### config.mk
export PLATFORM = sky130hd
export DESIGN_NAME = mul_share_arb
export DESIGN_NICKNAME = d
export VERILOG_FILES = /design/src/rtl/mul_share_arb_pkg.sv /design/src/rtl/mul_share_arb_mul_array.sv /design/src/rtl/mul_share_arb.sv
export SDC_FILE = /design/constraint.sdc
export NUM_CORES = 1
export LEC_CHECK = 0
export ABC_AREA = 1
export CORE_MARGIN = 2
export CORE_UTILIZATION = 47
export DETAILED_ROUTE_END_ITERATION = 6
export GPL_TIMING_DRIVEN = 1
export PLACE_DENSITY = 0.84
export SKIP_LAST_GASP = 1
export SYNTH_ARGS = -nofsm -noshare
export SYNTH_HDL_FRONTEND = slang
export SYNTH_SLANG_ARGS = --single-unit
export TNS_END_PERCENT = 100
### constraint.sdc
create_clock -name clk -period 4.7 [get_ports clk]
set_input_delay 0.94 -clock clk [delete_from_list [all_inputs] [get_ports clk]]
set_output_delay 0.94 -clock clk [all_outputs]
set_load 0.005 [all_outputs]
### src/rtl/mul_share_arb_pkg.sv
// Shared constants and state encoding for the two-requester shared multiplier.
package mul_share_arb_pkg;

  localparam int unsigned MSA_W = 4;
  localparam int unsigned TAG_W = 1;

  typedef enum logic [0:0] {
    IDLE = 1'b0,
    HOLD = 1'b1
  } state_e;

endpackage

### src/rtl/mul_share_arb_mul_array.sv
// Purely combinational unsigned WxW -> 2W shift-and-add array multiplier.
module mul_array #(
  parameter int unsigned W = 4
) (
  input  logic [W-1:0]   a_i,
  input  logic [W-1:0]   b_i,
  output logic [2*W-1:0] p_o
);

  logic [2*W-1:0] a_ext;

  always_comb begin
    a_ext = {{W{1'b0}}, a_i};
    p_o   = '0;
    for (int unsigned i = 0; i < W; i++) begin
      if (b_i[i]) p_o = p_o + (a_ext << i);
    end
  end

endmodule

### src/rtl/mul_share_arb.sv
// Two requesters time-share one multiplier; round-robin grant, single result register.
module mul_share_arb
  import mul_share_arb_pkg::*;
#(
  parameter int unsigned W = MSA_W
) (
  input  logic           clk,
  input  logic           reset,
  input  logic           req0_valid,
  output logic           req0_ready,
  input  logic [W-1:0]   req0_x,
  input  logic [W-1:0]   req0_y,
  input  logic           req1_valid,
  output logic           req1_ready,
  input  logic [W-1:0]   req1_x,
  input  logic [W-1:0]   req1_y,
  output logic           rsp_valid,
  input  logic           rsp_ready,
  output logic           rsp_tag,
  output logic [2*W-1:0] rsp_p
);

  state_e             state_q, state_d;
  logic [TAG_W-1:0]   prio_q, prio_d;
  logic [TAG_W-1:0]   tag_q, tag_d;
  logic [2*W-1:0]     p_q, p_d;

  logic               acc;
  logic               any_valid;
  logic               accept;
  logic [TAG_W-1:0]   win;
  logic [W-1:0]       op_x, op_y;
  logic [2*W-1:0]     prod;

  // Accept when empty, or when the held result leaves in this same cycle.
  always_comb begin
    acc       = (state_q == IDLE) || ((state_q == HOLD) && rsp_ready);
    any_valid = req0_valid || req1_valid;
    accept    = acc && any_valid;
    if (req0_valid && req1_valid) win = prio_q;
    else                          win = req1_valid;
    req0_ready = acc && req0_valid && (win == 1'b0);
    req1_ready = acc && req1_valid && (win == 1'b1);
    op_x = (win == 1'b1) ? req1_x : req0_x;
    op_y = (win == 1'b1) ? req1_y : req0_y;
  end

  mul_array #(.W(W)) u_mul (
    .a_i (op_x),
    .b_i (op_y),
    .p_o (prod)
  );

  always_comb begin
    state_d = state_q;
    prio_d  = prio_q;
    tag_d   = tag_q;
    p_d     = p_q;
    if (accept) begin
      state_d = HOLD;
      prio_d  = ~win;
      tag_d   = win;
      p_d     = prod;
    end else if ((state_q == HOLD) && rsp_ready) begin
      state_d = IDLE;
    end
  end

  always_ff @(posedge clk or posedge reset) begin
    if (reset) begin
      state_q <= IDLE;
      prio_q  <= '0;
      tag_q   <= '0;
      p_q     <= '0;
    end else begin
      state_q <= state_d;
      prio_q  <= prio_d;
      tag_q   <= tag_d;
      p_q     <= p_d;
    end
  end

  assign rsp_valid = (state_q == HOLD);
  assign rsp_tag   = tag_q;
  assign rsp_p     = p_q;

endmodule

======== After elaboration in Yosys (flattened, before gate mapping) ========
Index checks and enable logic that the tools add are counted.
operators by class
  mux-type cells .......................... 9
  reductions and logical operators ........ 10
  add/subtract/negate cells ............... 3
  bitwise gates (word level) .............. 2
operator list
  kind                                    number
  8-bit two-way mux                       3
  4-bit two-way mux                       3
  8-bit by 5-bit adder with 8-bit output  1
  8-bit by 6-bit adder with 8-bit output  1
  8-bit by 7-bit adder with 8-bit output  1
  1-bit logical AND                       7
  1-bit two-way mux                       3
  1-bit logical OR                        2
  1-bit inverter                          2
  2-bit nonzero test                      1
storage, ports and cells
  register bits after elaboration ......... 11
  bits of input ports ..................... 21
  output and inout port bits .............. 12
  logic and storage cells ................. 28

======== Logic depth before layout (Yosys ltp) ========
Gate-level depths: netlist of the first run.
  depth in word-level cells ............... 10
  gate-level depth with buffers ........... 28
  mapped depth without buffers ............ 27

======== Cells and area by module ========
A second synthesis of the first run with hierarchy kept.
unflattened totals
  cell total of the unflattened synthesis .. 181
  area total of the unflattened synthesis .. 1202.4 um^2
modules (own cells, without submodules)
  module         cells each  seq. area each (um^2)  times used  area each (um^2)
  mul_array      99          0.0                    1           615.6
  mul_share_arb  82          275.3                  1           586.8

======== Worst setup path after synthesis of the first run ========
Ideal clock, no wire load.
  path type ............................... input port to flip-flop
  from .................................... input req0_valid
  to ...................................... register p_q[4], in the netlist rsp_p[4]
  library setup time ...................... 133 ps
  setup slack ............................. -173 ps
  required time ........................... 4567 ps
  cell stages on the path ................. 21
  path buffers ............................ 1
  arrival time ............................ 4740 ps
  cell sequence ........................... nand2_2 -> nand2_2 -> buf_6 -> o21ai_0 -> inv_1 -> a21oi_1 -> ha_1 -> fa_1 -> nand2_1 -> o21ai_0 -> ha_1 -> fa_1 -> inv_1 -> o21a_1 -> inv_1 -> ha_1 -> inv_1 -> fa_1 -> nor2_1 -> a21oi_1 -> o21ai_1
between the ends
  word-level cells in the longest chain between the ends .. 10
  elaborated cells on any way between the ends .. 13
  classes of those cells .................. 3 x add/sub; 7 x mux; 3 x reduce/logical
ends and longest elaborated chain
  item                                    line                                      RTL
  from (decl)                             mul_share_arb.sv:9                        input logic req0_valid,
  1-bit logical AND                       mul_share_arb.sv:40                       if (req0_valid && req1_valid) win = prio_q;
  1-bit two-way mux                       mul_share_arb.sv:40
  4-bit two-way mux (on tied branches)    mul_share_arb.sv:44, mul_share_arb.sv:45
  4-bit two-way mux                       mul_share_arb_mul_array.sv:16             if (b_i[i]) p_o = p_o + (a_ext << i);
  8-bit by 5-bit adder with 8-bit output  mul_share_arb_mul_array.sv:16
  8-bit two-way mux                       mul_share_arb_mul_array.sv:16
  8-bit by 6-bit adder with 8-bit output  mul_share_arb_mul_array.sv:16
  8-bit two-way mux                       mul_share_arb_mul_array.sv:16
  8-bit by 7-bit adder with 8-bit output  mul_share_arb_mul_array.sv:16
  8-bit two-way mux                       mul_share_arb_mul_array.sv:16
  to (signal assigned)                    mul_share_arb.sv:79                       p_q <= p_d;
  to (decl)                               mul_share_arb.sv:26                       logic [2*W-1:0] p_q, p_d;
Parallel ways exist; a longest one is shown, timed or not.
A chain may end at the register's enable or synchronous reset.

======== Worst setup path after layout of the first run ========
  from .................................... input req1_x[1]
  to ...................................... register p_q[4], in the netlist rsp_p[4]
between the ends
  word-level cells in the longest chain between the ends .. 8
ends and longest elaborated chain
  item                                    line                           RTL
  from (decl)                             mul_share_arb.sv:15            input logic [W-1:0] req1_x,
  4-bit two-way mux *                     mul_share_arb.sv:44            op_x = (win == 1'b1) ? req1_x : req0_x;
  4-bit two-way mux                       mul_share_arb_mul_array.sv:16
  8-bit by 5-bit adder with 8-bit output  mul_share_arb_mul_array.sv:16
  8-bit two-way mux                       mul_share_arb_mul_array.sv:16
  8-bit by 6-bit adder with 8-bit output  mul_share_arb_mul_array.sv:16
  8-bit two-way mux                       mul_share_arb_mul_array.sv:16
  8-bit by 7-bit adder with 8-bit output  mul_share_arb_mul_array.sv:16
  8-bit two-way mux *                     mul_share_arb_mul_array.sv:16
Every way passes the cells marked *; elsewhere a longest branch is shown, timed or not.

==> metrics.md, run 1 <==
| Metric | Value |
|---|---|
| P&R area growth vs syn | `50.2%` |
| Die X | `52.6 um` |
| Vias per inst | `5.22` |
| Crit. End Element | `register` |
| M1 GR Usage | `0.277` |
| Worst skew pair latency | `0.27 ns` |
| H-tree depth | `1` |
| CP Buf/Inv Count | `6` |
| DRC errors left | `0` |
| Setup TNS | `0 ns` |
| Syn Area/Cell | `6.99 sq um` |
| First-pass GRT wire length | `5.58 mm` |
| Post-Syn Area | `1110 sq um` |
| WL per Instance | `13.3 um` |
| Power Density | `291 nW/um^2` |
| NumNets Final | `248` |
| Worst-Margin Slew | `0.416 ns` |
| Count leader, synth | `nand2_1` |
| Final Hold Vio Count | `0` |
| CTS clk-pin slew, worst paths | `0.07 ns` |
| Yosys warning count | `0` |
| Worst Path Required | `4.85 ns` |
| Async set or reset register ratio after synthesis | `1.00` |
| CTS Root Cell | `clkbuf_4` |
| FMAX | `226 MHz` |
| Final period util | `0.942` |
| Setup Slack @ Placement | `-0.264 ns` |
| Fraction of layout cells with a size suffix above 1 | `0.230` |
| Crit path cell chain | `clkdlybuf4s50_1 -> inv_1 -> o21ai_2 -> inv_2 -> a21oi_2 -> ha_2 -> fa_1 -> nand2_1 -> o21ai_2 -> ha_2 -> fa_1 -> inv_1 -> o21a_1 -> inv_1 -> ha_2 -> inv_1 -> fa_1 -> nor2_1 -> a21oi_1 -> o21ai_1` |
| Top_reg_cell synth | `dfrtp_1` |
| Area leader, netlist | `dfrtp_1` |
| Initial core utilization | `0.497` |
| RR Startpoint | `prio_q$_DFFE_PP0P_` |
| Reg2Reg Depth | `22` |
| Initial drt markers | `35` |
| Ranking of synthesized cells by area | `dfrtp_1 25%, nand2_1 12%, ha_1 11%` |
| Worst EP arrival | `4.58 ns` |
| CP endpoint | `rsp_p[4]$_DFFE_PP0P_` |
| Yosys top cell area share | `0.248` |
| Max Slew Vio Count | `0` |
| Crit path time final | `4.43 ns` |
| Outcome | `completed` |
| Slowest cell on crit path | `fa_1` |
| Top cell by count, worst path | `inv_1` |
| RePlAce Congestion | `0.914` |
| DIE AREA | `2770 sq um` |
| Worst Clk Skew | `0.00248 ns` |
| Final setup violation count | `0` |
| RSZ-0062 raised after global routing | `no` |
| Crit Path Category | `input port to register` |
| Delay-heaviest family, CP | `adder cells` |
| Most Used Layer, Global Route | `met2` |
| Total track usage | `0.272` |
| Largest stage delay, worst path | `0.50 ns` |
| Fin worst setup slack | `0.274 ns` |
| Most frequent cells after synthesis | `35 x nand2_1, 28 x inv_1, 14 x nand3_1` |
| Vias | `1,258` |
| Startpoint Class | `input port` |
| Core area | `2230 sq um` |
| Drt total wl | `3.22 mm` |
| Port bufs | `32` |
| DP Wirelength | `2.54 mm` |
| Reg-to-Reg End | `rsp_p[4]$_DFFE_PP0P_` |
| # hold bufs at CTS | `0` |
| Peak VDD IR | `199 uV` |
| Class of the worst hold path | `register to register` |
| Sequential share of the synthesized area | `0.248` |
| Cell count after synthesis | `159` |
| Crit Path Max Fanout | `2` |
| Largest net degree at the start of global routing | `13` |
| Met3 GRT Util | `0.0257` |
| # diodes | `0` |
| Start point of the critical path | `req1_x[1]` |
| #FFs+latches synth | `11` |
| Clk buf depth | `2` |
| Critical path depth in cells | `20` |
| Max-Cap Viols | `0` |
| CTS tree | `built` |
| I/O pin cnt | `33` |
| Die Y | `52.6 um` |
| Number of synthesized flops with an enable pin | `0` |
| Beginning of the worst hold path | `rsp_p[0]$_DFFE_PP0P_` |
| Final core utilization | `0.747` |
| Grt ovf | `0` |
| Syn Nets | `193` |
| Initial antenna violation count | `0` |
| Post-synthesis cell type count | `26` |
| Met2 GRT Util | `0.510` |
| Max_slew headroom | `0.722` |
| Total CTS buffers | `3` |
| CTS sink cnt | `11` |
| Cell row count | `17` |
| DRT antenna net count | `0` |
| Min Hold Slack | `0.509 ns` |
| Vias in the first global route | `1,370` |
| Drt first pass iters | `4` |
| Reg-to-reg setup timing slack | `0.79 ns` |
| Leakage | `0.000878 uW` |
-- per-stage QoR --
stage	std cells	total power (uW)	instance area [sq um]
3_3_place_gp	233	383	1570
6_report	241	485	1670
4_1_cts	237	473	1610
3_5_place_dp	233	400	1570
2_1_floorplan	159	272	1110
5_1_grt	241	525	1670
-- logic make-up (layout without fill, tap and decap cells) --
kind of cell,after synthesis,after routing,share of synthesized area
adder cells (fa/ha/maj),13,13,0.167
AND/OR/NAND/NOR,71,71,0.292
flip-flops,11,11,0.248
AO/OA/AOI/OAI,31,31,0.164
XOR/XNOR,1,1,0.00788
multiplexers,1,1,0.0101
buffers and inverters,31,85,0.111
-- where the power goes --
part / switching [uW] / total, uW / internal [uW]
clock network: 32.3 / 65.2 / 32.9
registers: 13.0 / 131 / 118
logic: 143 / 289 / 147
-- registers in the layout, indices dropped and copies added, names as in the netlist --
name	cells
rsp_tag	1
rsp_valid	1
prio_q	1
rsp_p	8
-- worst min-delay path by stage --
stage                                end  slack (ns)  depth (start not counted)
finish              rsp_p[0]$_DFFE_PP0P_        0.51                          2
global route        rsp_p[7]$_DFFE_PP0P_        0.52                          2
CTS                 rsp_p[0]$_DFFE_PP0P_        0.51                          2
detailed placement  rsp_p[0]$_DFFE_PP0P_        0.49                          2
global placement    rsp_p[7]$_DFFE_PP0P_        0.46                          2
floorplan           rsp_p[7]$_DFFE_PP0P_        0.47                          2
-- tightest hold or removal path: stages, from the launching register on --
cell and delay, ns:
dfrtp_1 0.35, nand2_1 0.06, nand2_1 0.06
-- layout by cell type (no fill, tap or decap), drive strengths merged --
cell,synthesis,final
a21boi,1,1
a21oi,7,7
a22oi,2,2
buf,1,20
clkbuf,1,4
clkdlybuf4s50,0,30
dfrtp,11,11
dlymetal6s2s,0,2
fa,3,3
ha,10,10
inv,29,29
mux2,1,1
nand2,42,42
nand3,16,16
nor2,12,12
o211ai,1,1
o21a,1,1
o21ai,19,19
or2,1,1
xor2,1,1
-- metal layers --
metal,vias up,part of all wire
met5,-,0
met1,579,0.39
li1,619,-
met2,46,0.53
met3,14,0.048
met4,0,0.034
-- layout make-up --
type / instances / area, sq um
clock buffer: 4 / 26.3
tap: 28 / 35.0
multi-input combinational: 117 / 748
sequential: 11 / 275
timing repair buffer: 52 / 475
fill: 175 / 564
inverter: 29 / 109
-- timing repair --
item | CTS | global route
buffers inserted | 0 | 4
cloned | 0 | 0
resized for setup | 3 | 15
endpoints found under the hold margin | 0 | 0
pin swaps | 0 | 5
endpoints found under the setup margin | 1 | 4
(Power assumes the default switching activity.)
==> inputs of run 2 (changes only) <==
ABC_AREA = default   (was 1)
CORE_UTILIZATION = 48   (was 47)
PLACE_DENSITY = 0.83   (was 0.84)
SLEW_MARGIN = 40   (was default)
==> run 2 against run 1 <==
Compared with the run above:
- the flow now finishes with violations (negative setup slack)
- largest cell class unchanged
- sequential cell count unchanged
- critical endpoint is now rsp_p[6]$_DFFE_PP0P_
- total power increased by 22%
- combinational power increased by 36%
- fmax decreased by 6.8%
- synthesized cell count decreased by 11%
- cell area increased by 28%
==> metrics.md, run 2 <==
| Metric | Value |
|---|---|
| H-tree depth | `1` |
| Crit path time final | `4.75 ns` |
| DRC errors left | `0` |
| WL per Instance | `20.0 um` |
| CTS sink cnt | `11` |
| Startpoint Class | `input port` |
| Vias in the first global route | `1,582` |
| Max-Cap Viols | `0` |
| Fillers | `103` |
| DIE AREA | `2990 sq um` |
| Fin worst setup slack | `-0.0489 ns` |
| Psw | `228 uW` |
| Die Y | `54.7 um` |
| Power Density | `277 nW/um^2` |
| FMAX | `211 MHz` |
| Design Power | `590 uW` |
| Post-Syn Area | `1230 sq um` |
| Most common cell after layout, fill and taps aside | `buf_4` |
| #FFs+latches synth | `11` |
| Final Hold Vio Count | `0` |
| Largest net degree at the start of global routing | `18` |
| Die X | `54.7 um` |
| Comb pwr share | `0.667` |
| Core area | `2450 sq um` |
| First-pass GRT wire length | `7.27 mm` |
| Most frequent cells after synthesis | `13 x a21oi_1, 13 x nand2_1, 11 x dfrtp_1` |
| Drt total wl | `5.02 mm` |
| DP Wirelength | `3.27 mm` |
| Outcome | `complete, but fails checks` |
| Cell count after synthesis | `141` |
| Max reg flops | `8` |
| Leakage | `0.00103 uW` |
| Worst skew pair latency | `0.27 ns` |
| Setup Slack @ Placement | `-0.765 ns` |
| Cell row count | `18` |
| RSZ-0062 raised after global routing | `yes` |
| # diodes | `0` |
| Crit Path Max Fanout | `3` |
| Vias per inst | `6.25` |
| Sequential share of the synthesized area | `0.223` |
| Worst EP arrival | `4.89 ns` |
| I/O pin cnt | `33` |
| Commonest cells after routing, fill and taps aside | `44 x buf_4, 25 x clkdlybuf4s50_1, 12 x nand2_1` |
| Syn Nets | `175` |
| Crit. End Element | `register` |
| Final setup violation count | `1` |
| Worst Clk Skew | `0.00784 ns` |
| DRT antenna net count | `0` |
| CTS Root Cell | `clkbuf_4` |
| Initial drt markers | `125` |
| Crit Path Category | `input port to register` |
| Switching Share | `0.386` |
| Total track usage | `0.344` |
| Yosys warning count | `0` |
| P&R area growth vs syn | `73.1%` |
| Top_reg_cell synth | `dfrtp_1` |
| Async set or reset register ratio after synthesis | `1.00` |
| RePlAce Congestion | `0.918` |
| Post-synthesis cell type count | `45` |
| Total CTS buffers | `3` |
| Fraction of layout cells with a size suffix above 1 | `0.407` |
| Port bufs | `32` |
| Ranking of synthesized cells by area | `dfrtp_1 22%, ha_1 10%, mux2i_1 5.7%` |
| Initial antenna violation count | `0` |
| Failing checks | `negative setup slack` |
| Final period util | `1.01` |
| Grt ovf | `0` |
| Syn Area/Cell | `8.74 sq um` |
| Cell Int Power | `363 uW` |
| Peak VDD IR | `329 uV` |
| Worst-Margin Slew | `0.882 ns` |
| Clock network fraction of total power | `0.109` |
| Max Slew Vio Count | `0` |
| Area leader, netlist | `dfrtp_1` |
| Flop pwr share | `0.224` |
| Class of the worst hold path | `register to register` |
| Yosys top cell area share | `0.223` |
| Vias | `1,569` |
| Drt first pass iters | `5` |
| CTS tree | `built` |
| Initial core utilization | `0.502` |
| Number of synthesized flops with an enable pin | `0` |
| CTS clk-pin slew, worst paths | `0.07 ns` |
| Worst Path Required | `4.84 ns` |
| Clk buf depth | `2` |
| NumNets Final | `256` |
| Max_slew headroom | `0.395` |
==> run 2: changes by cell type after synthesis, sizes merged, moves of 3 or more <==
cell	before	now
nor4	0	3
a21o	0	5
inv	29	8
nand2	42	14
nor2	12	7
xnor2	0	3
and2	0	3
a21oi	7	13
nand3	16	4
o21ai	19	9
mux2	1	4
nand2b	0	3
mux2i	0	9
==> run 2: what timing repair did <==
action / CTS / global route
endpoints found under the setup margin: 4 / 4
gates resized for setup: 26 / 19
endpoints found under the hold margin: 0 / 0
setup buffers: 4 / 4
hold buffers: 0 / 0
pin swaps: 12 / 7
==> run 2: kinds of logic (layout without fill, tap and decap cells) <==
family / after synthesis / after routing / synth area share
xor+xnor: 4 / 4 / 0.0284
fa+ha+maj: 15 / 15 / 0.167
simple gates: 44 / 44 / 0.201
flops: 11 / 11 / 0.223
buf+inv: 11 / 91 / 0.0426
compound gates: 43 / 43 / 0.222
mux: 13 / 13 / 0.116
==> run 2: layer usage <==
layer / vias up / track usage / routed length (um)
li1: 686 / - / -
met1: 713 / 0.388 / 1880
met2: 130 / 0.597 / 2410
met3: 40 / 0.0656 / 468
met4: 0 / 0.196 / 269
met5: - / 0 / 0
==> run 2: area by class of cell <==
| class | instances | area, sq um | area share |
|---|---|---|---|
| Clock buffer | 4 | 26.3 | 0.0123 |
| Inverter | 8 | 30.0 | 0.0141 |
| Multi-Input combinational cell | 119 | 1070 | 0.502 |
| Sequential cell | 11 | 275 | 0.129 |
| Tap cell | 30 | 37.5 | 0.0176 |
| Timing Repair Buffer | 79 | 693 | 0.325 |
==> run 2: stage by stage <==
step / hold slack, ns / utilization / area, sq um / instances / TNS, ns
after floorplan: 0.473 / - / 1290 / 141 / -0.113
after global placement: 0.467 / 0.785 / 1930 / 240 / -1.95
after detailed placement: 0.487 / 0.785 / 1930 / 240 / -2.80
after CTS: 0.507 / 0.842 / 2070 / 248 / 0
after global routing: 0.516 / 0.869 / 2130 / 251 / -0.297
final: 0.510 / 0.869 / 2130 / 251 / -0.0489
==> run 2: worst paths after layout <==
check / depth (start not counted) / start / end / slack [ns]
min reg2reg: 1 / rsp_tag$_DFFE_PP0P_ / rsp_tag$_DFFE_PP0P_ / 0.51
min in group asynchronous: 2 / reset / prio_q$_DFFE_PP0P_ / 0.97
max: 20 / req0_x[0] / rsp_p[6]$_DFFE_PP0P_ / -0.05
max in group asynchronous: 2 / reset / rsp_p[5]$_DFFE_PP0P_ / 3.44
max reg2reg: 22 / prio_q$_DFFE_PP0P_ / rsp_p[6]$_DFFE_PP0P_ / 0.27
min: 1 / rsp_tag$_DFFE_PP0P_ / rsp_tag$_DFFE_PP0P_ / 0.51
==> run 2: power groups by stage <==
stage	Sequential (uW)	Clock (uW)	Combinational (uW)
3_3_place_gp	129	0	307
4_1_cts	130	62.5	353
2_1_floorplan	131	0	165
3_5_place_dp	131	0	323
6_report	132	64.5	394
5_1_grt	132	69.3	415
==> run 2: worst max-delay path: stages <==
cell and delay, ns:
clkdlybuf4s50_1 0.41, mux2_4 0.29, ha_4 0.17, fa_2 0.38, buf_6 0.14, nor3b_4 0.24, or4_4 0.19, nand2_4 0.05
fa_2 0.42, xnor2_2 0.17, a21o_1 0.11, o31ai_2 0.07, a31oi_1 0.21, inv_1 0.09, ha_1 0.28, nand2_1 0.10
nor3b_2 0.25, nand4b_1 0.12, mux2i_1 0.18, a211oi_2 0.06
==> inputs of run 3 (changes only) <==
CORE_UTILIZATION = 52   (was 48)
PLACE_DENSITY = 0.89   (was 0.83)
clock period = 5.8 ns   (was 4.7 ns; I/O delays follow)
==> run 3 against run 2 <==
Compared with the run above:
- the flow now finishes without violations
- sequential cell count unchanged
- cell area down 18%
- die area down 7.1%
- sequential share of layout area up 2.8 points
- largest power group unchanged
==> metrics.md, run 3 (synthesized netlist as in run 2, its figures left out) <==
| Metric | Value |
|---|---|
| Max-Cap Viols | `0` |
| Vias per inst | `5.81` |
| Die X | `52.7 um` |
| Largest net degree at the start of global routing | `18` |
| Final Instance Count excl. Fillers | `219` |
| Grt ovf | `0` |
| Die Y | `52.7 um` |
| Fraction of layout cells with a size suffix above 1 | `0.199` |
| Cts repair resizes | `0` |
| Crit Path Category | `input port to register` |
| Drt first pass iters | `4` |
| Initial drt markers | `30` |
| NumNets Final | `226` |
| First-pass GRT wire length | `5.63 mm` |
| Crit Path Max Fanout | `4` |
| Max Slew Vio Count | `0` |
| Initial antenna violation count | `0` |
| Core area | `2230 sq um` |
| Reg2Reg Depth | `20` |
| Vias | `1,272` |
| DRC errors left | `0` |
| Setup TNS | `0 ns` |
| Critical path depth in cells | `23` |
| Worst-Margin Slew | `0.753 ns` |
| # hold bufs at CTS | `0` |
| Most common cell after layout, fill and taps aside | `clkdlybuf4s50_1` |
| Post-CTS setup buffer count | `0` |
| RSZ-0062 raised after global routing | `no` |
| Leakage | `0.000812 uW` |
| Total track usage | `0.274` |
| Worst Path Required | `5.94 ns` |
| Port bufs | `32` |
| Startpoint Class | `input port` |
| Crit path time final | `5.60 ns` |
| RePlAce Congestion | `0.840` |
| Power Density | `222 nW/um^2` |
| Total CTS buffers | `3` |
| Start point of the critical path | `req0_valid` |
| Crit. End Element | `register` |
| Final Hold Vio Count | `0` |
| Delay-heaviest family, CP | `adder cells` |
| Max_slew headroom | `0.483` |
| CP endpoint | `rsp_p[6]$_DFFE_PP0P_` |
| Worst Clk Skew | `0.00510 ns` |
| Initial core utilization | `0.552` |
| Final period util | `0.966` |
| P&R area growth vs syn | `42.0%` |
| Max reg flops | `8` |
| # diodes | `0` |
| Crit path cell chain | `clkdlybuf4s50_1 -> buf_4 -> and2b_1 -> o21ai_1 -> and2_1 -> nor2_1 -> ha_1 -> fa_2 -> a21boi_1 -> or4_4 -> nand2_1 -> ha_1 -> a21o_1 -> a21oi_1 -> xnor2_1 -> mux2i_2 -> inv_1 -> ha_1 -> a21o_1 -> nand2_1 -> mux2_2 -> mux2i_1 -> a211oi_2` |
| Cell row count | `17` |
| CTS clk-pin slew, worst paths | `0.06 ns` |
| Placed Cells | `215` |
| H-tree depth | `1` |
| I/O pin cnt | `33` |
| Slowest cell on crit path | `or4_4` |
| Final setup violation count | `0` |
| CTS tree | `built` |
| DIE AREA | `2780 sq um` |
| Top cell by count, worst path | `ha_1` |
| Peak VDD IR | `236 uV` |
| Fin worst setup slack | `0.199 ns` |
| Vias in the first global route | `1,287` |
| Setup Slack @ Placement | `-0.0534 ns` |
| RR Startpoint | `prio_q$_DFFE_PP0P_` |
| Class of the worst hold path | `register to register` |
| Clk buf depth | `2` |
| Outcome | `completed` |
| Reg-to-reg setup timing slack | `1.15 ns` |
| CTS Root Cell | `clkbuf_4` |
| CTS sink cnt | `11` |
| Design Power | `388 uW` |
| CP Buf/Inv Count | `3` |
| Commonest cells after routing, fill and taps aside | `32 x clkdlybuf4s50_1, 17 x buf_4, 13 x nand2_1, 13 x a21oi_1, 11 x dfrtp_1` |
| DP Wirelength | `2.80 mm` |
| DRT antenna net count | `0` |
| Worst skew pair latency | `0.26 ns` |
| FMAX | `179 MHz` |
| Min Hold Slack | `0.492 ns` |
| Worst EP arrival | `5.74 ns` |
| Drt total wl | `3.57 mm` |
| Largest stage delay, worst path | `0.51 ns` |
| Reg-to-Reg End | `rsp_p[6]$_DFFE_PP0P_` |
| WL per Instance | `16.3 um` |
[run 3: changes by cell type in the layout (fill, tap and decap cells not counted), sizes merged]
cell,before,now
clkdlybuf4s50,25,32
dlymetal6s2s,4,0
dlygate4sd2,1,0
clkbuf,5,4
buf,48,17
[run 3: where the power goes]
group / internal [uW] / leakage, uW / switching, uW
Clock: 26.6 / 0.0000150 / 23.1
Sequential: 94.3 / 0.000135 / 10.8
Combinational: 125 / 0.000662 / 109
[run 3: layout make-up]
class / instances / area, sq um
timing repair buffer: 49 / 448
tap: 28 / 35.0
multi-input combinational: 119 / 936
clock buffer: 4 / 26.3
sequential: 11 / 275
fill: 159 / 483
inverter: 8 / 30.0
[run 3: metrics by stage]
stage	area, sq um	util
after floorplan	1230	-
after global placement	1690	0.758
after detailed placement	1690	0.758
after CTS	1720	0.770
after global routing	1750	0.784
final	1750	0.784
[run 3: worst min-delay path by stage]
stage / to / from / slack [ns] / depth (start not counted)
2_1_floorplan: rsp_p[1]$_DFFE_PP0P_ / rsp_p[1]$_DFFE_PP0P_ / 0.47 / 2
3_3_place_gp: rsp_tag$_DFFE_PP0P_ / rsp_tag$_DFFE_PP0P_ / 0.46 / 1
3_5_place_dp: rsp_tag$_DFFE_PP0P_ / rsp_tag$_DFFE_PP0P_ / 0.47 / 1
4_1_cts: rsp_p[5]$_DFFE_PP0P_ / rsp_p[5]$_DFFE_PP0P_ / 0.50 / 2
5_1_grt: rsp_p[3]$_DFFE_PP0P_ / rsp_p[3]$_DFFE_PP0P_ / 0.53 / 1
6_report: rsp_p[5]$_DFFE_PP0P_ / rsp_p[5]$_DFFE_PP0P_ / 0.49 / 2
[run 3: worst min-delay path, stage by stage (launching register included)]
cell     delay [ns]
dfrtp_1        0.35
nand2_1        0.05
o21ai_0        0.06
[run 3: metal layers]
layer,wire length (um),GRT usage
met1,1590,0.343
met2,1800,0.504
met3,148,0.0143
met4,27,0.0769
met5,0,0
